File: config.mk
export PLATFORM = sky130hd
export DESIGN_NAME = rvfi_commit_tracker
export DESIGN_NICKNAME = d
export VERILOG_FILES = /design/src/rtl/rvfi_commit_tracker.sv
export SDC_FILE = /design/constraint.sdc
export NUM_CORES = 2
export LEC_CHECK = 0
export ABC_AREA = 0
export CORE_AREA = 2 2 577 579
export DETAILED_ROUTE_END_ITERATION = 6
export DIE_AREA = 0 0 579 581
export GPL_ROUTABILITY_DRIVEN = 0
export PLACE_DENSITY = 0.4
export SLEW_MARGIN = 20
export SYNTH_ARGS = -nofsm -noshare
export SYNTH_HDL_FRONTEND = slang
export SYNTH_SLANG_ARGS = --single-unit
File: constraint.sdc
create_clock -name clk -period 25.1 [get_ports clk]
set_input_delay 5.02 -clock clk [delete_from_list [all_inputs] [get_ports clk]]
set_output_delay 5.02 -clock clk [all_outputs]
set_load 0.03 [all_outputs]
File: src/rtl/rvfi_commit_tracker.sv
// Retire-stream monitor: order continuity, halt/post-halt, commit timeout and marker-delimited segment counters.
// All outputs registered one edge after the commit cycle; no flow control, a retire group is accepted every cycle.
module rvfi_commit_tracker #(
  parameter int NUM_CHANNELS   = 8,
  parameter int ORDER_WIDTH    = 64,
  parameter int CNT_WIDTH      = 64,
  parameter int TIMEOUT_CYCLES = 10000
) (
  input  logic                              clk,
  input  logic                              rst,
  input  logic [NUM_CHANNELS-1:0]           valid,
  input  logic [NUM_CHANNELS*ORDER_WIDTH-1:0] order,
  input  logic [NUM_CHANNELS*32-1:0]        inst,
  input  logic [NUM_CHANNELS*32-1:0]        pc_rdata,
  input  logic [NUM_CHANNELS*32-1:0]        pc_wdata,
  output logic                              halt,
  output logic                              error,
  output logic [1:0]                        err_code,
  output logic [ORDER_WIDTH-1:0]            expected_order,
  output logic [1:0]                        seg_state,
  output logic [CNT_WIDTH-1:0]              seg_inst_count,
  output logic [CNT_WIDTH-1:0]              seg_cycle_count,
  output logic                              seg_done
);

  localparam logic [31:0] START_MARK = 32'h0010_2013;
  localparam logic [31:0] STOP_MARK  = 32'h0020_2013;
  localparam int IDLE_W = $clog2(TIMEOUT_CYCLES + 2);
  localparam logic [IDLE_W-1:0] IDLE_LIMIT = IDLE_W'(TIMEOUT_CYCLES);

  typedef enum logic [1:0] {SEG_IDLE = 2'd0, SEG_RUN = 2'd1, SEG_DONE = 2'd2} seg_e;

  seg_e                   seg_q, seg_d;
  logic                   halt_q, halt_d;
  logic                   err_q, err_d;
  logic [1:0]             code_q, code_d;
  logic [ORDER_WIDTH-1:0] exp_q, exp_d, exp_run;
  logic [CNT_WIDTH-1:0]   icnt_q, icnt_d, ccnt_q, ccnt_d;
  logic                   done_q, done_d;
  logic [IDLE_W-1:0]      idle_q, idle_d;
  logic                   halt_seen, ord_err, ph_err, to_err;

  function automatic logic is_halt(input logic [31:0] ins, input logic [31:0] rd, input logic [31:0] wd);
    return (rd == wd) || (ins == 32'h0000_0063) || (ins == 32'h0000_006F) || (ins == 32'hF000_2013);
  endfunction

  function automatic logic [CNT_WIDTH-1:0] sat_inc(input logic [CNT_WIDTH-1:0] v);
    return (&v) ? v : v + CNT_WIDTH'(1);
  endfunction

  // Walk channels in index order: k-th valid channel must carry exp_q+k.
  always_comb begin
    exp_run   = exp_q;
    halt_seen = halt_q;
    ord_err   = 1'b0;
    ph_err    = 1'b0;
    for (int i = 0; i < NUM_CHANNELS; i++) begin
      if (valid[i]) begin
        if (order[i*ORDER_WIDTH +: ORDER_WIDTH] != exp_run) ord_err = 1'b1;
        if (halt_seen) ph_err = 1'b1;
        if (is_halt(inst[i*32 +: 32], pc_rdata[i*32 +: 32], pc_wdata[i*32 +: 32])) halt_seen = 1'b1;
        exp_run = exp_run + ORDER_WIDTH'(1);
      end
    end
    exp_d  = exp_run;
    halt_d = halt_seen;
  end

  always_comb begin
    idle_d = idle_q;
    if (|valid) idle_d = '0;
    else if (!halt_q && idle_q != IDLE_LIMIT) idle_d = idle_q + IDLE_W'(1);
    to_err = (TIMEOUT_CYCLES != 0) && !halt_q && !(|valid) && (idle_d == IDLE_LIMIT);
  end

  always_comb begin
    err_d  = err_q;
    code_d = code_q;
    if (!err_q) begin
      if (ord_err)     begin err_d = 1'b1; code_d = 2'd1; end
      else if (ph_err) begin err_d = 1'b1; code_d = 2'd2; end
      else if (to_err) begin err_d = 1'b1; code_d = 2'd3; end
    end
  end

  // Segment next-state: markers applied in channel order, last one wins.
  always_comb begin
    seg_d  = seg_q;
    icnt_d = icnt_q;
    ccnt_d = ccnt_q;
    done_d = 1'b0;
    if (seg_q != SEG_DONE) ccnt_d = sat_inc(ccnt_q);
    for (int i = 0; i < NUM_CHANNELS; i++) begin
      if (valid[i]) begin
        if (inst[i*32 +: 32] == START_MARK) begin
          seg_d  = SEG_RUN;
          icnt_d = '0;
          ccnt_d = '0;
        end else if (inst[i*32 +: 32] == STOP_MARK && seg_d != SEG_DONE) begin
          icnt_d = sat_inc(icnt_d);
          seg_d  = SEG_DONE;
          done_d = 1'b1;
        end else if (seg_d != SEG_DONE) begin
          icnt_d = sat_inc(icnt_d);
        end
      end
    end
  end

  always_ff @(posedge clk) begin
    if (rst) seg_q <= SEG_IDLE;
    else     seg_q <= seg_d;
  end

  always_ff @(posedge clk) begin
    if (rst) begin
      halt_q <= 1'b0;
      err_q  <= 1'b0;
      code_q <= 2'd0;
      exp_q  <= '0;
      icnt_q <= '0;
      ccnt_q <= '0;
      done_q <= 1'b0;
      idle_q <= '0;
    end else begin
      halt_q <= halt_d;
      err_q  <= err_d;
      code_q <= code_d;
      exp_q  <= exp_d;
      icnt_q <= icnt_d;
      ccnt_q <= ccnt_d;
      done_q <= done_d;
      idle_q <= idle_d;
    end
  end

  always_comb begin
    halt            = halt_q;
    error           = err_q;
    err_code        = code_q;
    expected_order  = exp_q;
    seg_state       = seg_q;
    seg_inst_count  = icnt_q;
    seg_cycle_count = ccnt_q;
    seg_done        = done_q;
  end

endmodule

Word-level counts from Yosys, hierarchy flattened. Index checks and enable logic that the tools add are counted.

Flip-flop bits (word level): 213. Bits of input ports: 1290. Output and inout bits: 199. Logic and storage cells: 314.

$add $sub $neg: 18. Eq/ne operators: 66. Mux-type cells: 171. Bitwise operators: 1. Reduce and logical (&&, ||, !) cells: 49.

Operators with widths (number): $mux 64 (66); $add 64x1->64 const B (17); $reduce_and 64->1 (9); $eq 32x7->1 const B (16); $ne 64x64->1 (8); $eq 32x21->1 const B (8); $eq 32x22->1 const B (8); $eq 32x32->1 (8); $eq 32x32->1 const B (8); $mux 1 (76); $mux 2 (27); $mux 14 (2); $logic_or 1x1->1 (24); $ne 2x2->1 const B (8); $add 14x1->14 const B (1); $eq 14x14->1 const B (1); $ne 14x14->1 const B (1); $logic_and 1x1->1 (11); $reduce_or 8->1 (1); $reduce_bool 3->1 (1); $logic_not 1->1 (2); $reduce_and 2->1 (1); $not 1->1 (1).

Logic depth before layout (Yosys ltp).
Depth in word-level cells: 48. Gate-level depth with buffers: 82. Depth with buffers taken out: 65.

Worst setup path before layout. Ideal clock, no wire load.

Path kind: in2reg. Start: input port inst[2]. End: register icnt_q[14] (netlist: seg_inst_count[14]). Setup time: 0.132 ns. Arrival time: 20.374 ns. Data required time: 24.968 ns. Setup slack: 4.593 ns. Stages on the path: 73. Buffers on the path: 16. Path through: nor4b_1 nand4_1 nor4_1 clkbuf_1 nor2_1 ha_1 inv_1 a221oi_1 nand3_1 nor2_1 nand3_2 nor4_4 buf_4 nor4_1 xor2_1 or4_1 nor4_1 and4_1 [... 37 more ...] nand2_1 inv_1 ha_1 o311a_1 nand2_1 nor4_1 nand3_1 a2111oi_0 xor2_1 or4b_1 nor3_1 and3_1 buf_2 a31oi_1 buf_2 buf_2 o2111ai_1 a21oi_1.

Longest elaborated chain between the ends: 47. Elaborated cells on any way between the ends: 90. Classes of those cells: 7 x add/sub; 9 x eq/ne; 59 x mux; 15 x reduce/logical.

RTL lines: start, declared (RTL line 13) `input logic [NUM_CHANNELS*32-1:0] inst,`; $eq 32x22->1 (RTL line 99) `end else if (inst[i*32 +: 32] == STOP_MARK && seg_d != SEG_DONE) begin`; $logic_and 1x1->1 (RTL line 99); $mux 64 (RTL line 99); $mux 64 (RTL line 95) `if (inst[i*32 +: 32] == START_MARK) begin`; $mux 64 (RTL line 94) `if (valid[i]) begin`; $add 64x1->64 / $reduce_and 64->1 (equally long branches) (RTL line 48) `return (&v) ? v : v + CNT_WIDTH'(1);`; $mux 64 (RTL line 48); $mux 64 (RTL line 103) `end else if (seg_d != SEG_DONE) begin`; [... 31 more ...]; $mux 64 (RTL line 95); $mux 64 (RTL line 94); $add 64x1->64 / $reduce_and 64->1 (equally long branches) (RTL line 48); $mux 64 (RTL line 48); $mux 64 (RTL line 103); $mux 64 (RTL line 99); $mux 64 (RTL line 95); $mux 64 (*) (RTL line 94); end signal, assigned (RTL line 130) `icnt_q <= icnt_d;`; end, declared (RTL line 38) `logic [CNT_WIDTH-1:0] icnt_q, icnt_d, ccnt_q, ccnt_d;`.

Mark *: on every way between the ends. The rest lies on a longest branch, timed or not. A chain may end at the register's enable or synchronous reset.

Final worst setup path.
Start: input port valid[0]. End: register icnt_q[23] (netlist: seg_inst_count[23]).

Longest elaborated chain between the ends: 43. Elaborated cells on any way between the ends: 83. Classes of those cells: 7 x add/sub; 7 x eq/ne; 55 x mux; 14 x reduce/logical.

RTL lines: start, declared (RTL line 11) `input logic [NUM_CHANNELS-1:0] valid,`; $mux 64 (RTL line 94); $add 64x1->64 / $reduce_and 64->1 (equally long branches) (RTL line 48); $mux 64 (RTL line 48); $mux 64 (RTL line 103); $mux 64 (RTL line 99); $mux 64 (RTL line 95); $mux 64 (RTL line 94); $add 64x1->64 / $reduce_and 64->1 (equally long branches) (RTL line 48); [... 27 more ...]; $mux 64 (RTL line 95); $mux 64 (RTL line 94); $add 64x1->64 / $reduce_and 64->1 (equally long branches) (RTL line 48); $mux 64 (RTL line 48); $mux 64 (RTL line 103); $mux 64 (RTL line 99); $mux 64 (RTL line 95); $mux 64 (*) (RTL line 94).

Marks and branches as above.

==> results.md <==
* Gr usage total at 0.251
* Number of synthesized flops with an enable pin at 0
* RSZ-0062 raised after global routing: no
* Mapped Area at between 50000 and 60000 um2
* Starting Density at 0.153
* Hold EP: seg_cycle_count[43]
* Synth area leaders: xnor2_1 (17%), xor2_1 (12%), dfxtp_1 (8.5%)
* Tmin final at 23.74 ns
* Outcome: finished, final reports clean
* Yosys reg bits at ~210
* FF-to-FF End: seg_inst_count[23]
* Initial DRC count at 8065
* CP arrival at 24.29 ns
* CTS H-tree lvls at 2
* Crit share post-route at 0.946
* Bufs on Longest Clock Path at 3
* Io pins at between 1000 and 1500
* Core box area at 330000 um2
* CTS root buf: clkbuf_16
* Share of the synthesized area in the top cell type at 0.168
* CTS Hold Buffers Added at 0
* Final nets at about 10000
* Crit. End Element: flip-flop
* Drt total wl at 443000 um
* Core Util, Final at 0.228
* Worst min path class: flip-flop to flip-flop
* Ys async rst share at 0
* Sum Neg Setup Slack at 0 ns
* Clock Sinks at 213
* Lkg Pwr at 0.0228 uW
* Critical path buffer and inverter count at 11
* Post-synth top cells: xnor2_1 (966), nor2_1 (704), nand2_1 (673), xor2_1 (668), nand3_1 (421)
* Mapped Nets at 8718
* Die X at 579 um
* Max capacitance violation total at 0
* Yosys warnings at 0
* Post-Route Skew at 0.0469 ns
* Primary FF master, synth: dfxtp_1
* Crit path launch type: primary input
* Share of cells above drive strength 1 at 0.0964
* Vias per cell at 5.13
* FF-to-FF Start: seg_inst_count[0]
* CP Class: primary input to flip-flop
* DRT Pass-1 Iters at 6
* Die height at 581 um
* Initial antenna violation count at 121
* Syn-to-layout area delta at 49.4%
* First-pass GRT wire length at 584000 um
* Register area share after synthesis at 0.0846
* Avg Cell Area, Syn at 6.80 um2
* Final Setup Violations at 0
* Synth Instances at 7409
* Worst-path maximum fanout at 31
* Setup Buffers After CTS at 0
* Post_cts resized at 0
* Final design area excluding fillers at 75300 um2
* Post-DP Area at around 74000 um2
* Max incr delay on CP at 1.04 ns
* Pwr/cell area at 26.6 nW/um2
* Inserted Clock Buffers at 35
* Most common cell in the netlist: xnor2_1
* CP required at 25.66 ns
* Dominant cell type by area after synthesis: xnor2_1
* Endpoints failing hold at 0
* DP HPWL at 383000 um
* Drc violations at 0
* Reg2Reg Setup Slack at 4.40 ns
* Rows at 211
* Slew Viols, Final at 0
* Final ANT Viol Nets at 0
* Clk_lat worst skew at approximately 0.67 ns
* Critical path's top delay family: simple AND/OR/NAND/NOR gates
* GRT overflow at 0
* Port buffer count at 1488
* Largest net degree at the start of global routing at 65
* Vias in the first global route at approximately 67000
* Hold path startpoint: seg_cycle_count[43]
* Cell repeated most along the worst path: buf_4
* Max Freq at about 42 MHz
* Slew margin rel. at 0.170
* Peak VDD IR at 0.0000390 V
* Hold path cells at 2
* Die Area at 336000 um2
* Slowest CP cell: a2111oi_0
* Synth cell types at about 120
* Worst slew pin tran at around 1.2 ns
* Clock slew at reported path FFs at around 0.060 ns
* DR WL/cell at 32.5 um
* Vias at 69900
* Worst reg-to-reg path cell count at 55
* CTS tree: done
worst reg2reg max path, delay by kind of cell, from the launching register on:
family | cells | cell delay (ns)
flops | 1 | 0.78
xor+xnor | 2 | 0.42
compound gates | 10 | 3.83
simple gates | 29 | 11.59
mux | 3 | 1.65
fa+ha+maj | 2 | 0.73
buf+inv | 9 | 1.61
placed cells by master, fill, tap and decap left out, types with 22 or more instances in the layout:
| cell | count |
|---|---|
| o21ai_0 | 197 |
| inv_1 | 87 |
| nor2_1 | 701 |
| o211ai_1 | 44 |
| a21oi_1 | 298 |
| clkbuf_16 | 35 |
| nand2b_1 | 73 |
| and2_1 | 118 |
| nor4_2 | 24 |
| dfxtp_1 | 213 |
| o21ai_1 | 34 |
| a21o_1 | 27 |
| nor2b_1 | 50 |
| o31ai_1 | 51 |
| or2_2 | 73 |
| nor4b_1 | 42 |
| a2111oi_0 | 37 |
| a31oi_1 | 55 |
| nand3_1 | 420 |
| nor4_1 | 283 |
| nand4b_1 | 44 |
| xnor2_1 | 963 |
| or3_1 | 149 |
| nor3b_1 | 35 |
| xor2_1 | 666 |
| clkdlybuf4s50_1 | 1479 |
| o21a_1 | 32 |
| a211oi_1 | 95 |
| and3_1 | 142 |
| nor3_1 | 337 |
| nand4_1 | 357 |
| nand2_1 | 671 |
| and4_1 | 54 |
| or4_1 | 95 |
| diode_2 | 52 |
| buf_4 | 571 |
| mux2i_1 | 71 |
| mux2_2 | 22 |
| nand3b_1 | 44 |
sequential cells by signal, indices dropped and copies added, names as in the netlist:
register	flops
halt	1
expected_order	64
idle_q	14
seg_cycle_count	64
seg_inst_count	64
error	1
seg_state	2
seg_done	1
err_code	2
final cells by class:
class                      instances  area (um2)
clock inverter                    17         241
sequential                       213        4260
multi-input combinational       6783       44700
tap                             4366        5460
fill                           36900      254000
timing repair buffer            2064       19200
antenna                           52         130
clock buffer                      41         938
inverter                          90         338
worst max-delay path by stage:
stage / depth (start not counted) / slack [ns] / to / startpoint
2_1_floorplan: 73 / 4.59 / seg_inst_count[14] / inst[2]
3_3_place_gp: 54 / 1.58 / seg_inst_count[52] / valid[0]
3_5_place_dp: 61 / 1.52 / seg_inst_count[23] / valid[0]
4_1_cts: 54 / 2.13 / seg_inst_count[58] / valid[0]
5_1_grt: 62 / 0.51 / seg_inst_count[41] / valid[0]
6_report: 55 / 1.36 / seg_inst_count[23] / valid[0]
where the power goes:
| part | internal [uW] | total (uW) | switching [uW] |
|---|---|---|---|
| clock network | 318 | 541 | 223 |
| registers | 345 | 374 | 28.5 |
| logic | 462 | 1090 | 624 |
stage by stage:
| stage | power [uW] | hold slack [ns] | std cells | setup WS, ns |
|---|---|---|---|---|
| after floorplan | 842 | 0.497 | 7409 | 4.59 |
| after global placement | 1440 | 0.483 | 13500 | 1.58 |
| after detailed placement | 1450 | 0.502 | 13500 | 1.52 |
| after CTS | 2010 | 0.513 | 13600 | 2.13 |
| after global routing | 2090 | 0.537 | 13600 | 0.508 |
| final | 2000 | 0.508 | 13600 | 1.36 |
cells by family (layout without fill, tap and decap cells):
family | count (synthesis) | count (layout) | share of synthesized area
mux | 96 | 96 | 0.0199
flops | 213 | 213 | 0.0846
fa+ha+maj | 19 | 19 | 0.00472
simple gates | 3860 | 3860 | 0.415
xor+xnor | 1635 | 1635 | 0.284
compound gates | 1173 | 1173 | 0.157
other cells | 0 | 52 | 0
buf+inv | 413 | 2212 | 0.0343
per-layer routing:
metal  track usage  part of all wire  routed length (um)
met3        0.0679             0.093               41200
met1         0.305              0.40              177000
met2         0.402              0.44              197000
met4         0.126             0.061               27100
met5       0.00732            0.0015                 652
No activity file was read; power rests on OpenSTA's default activity.
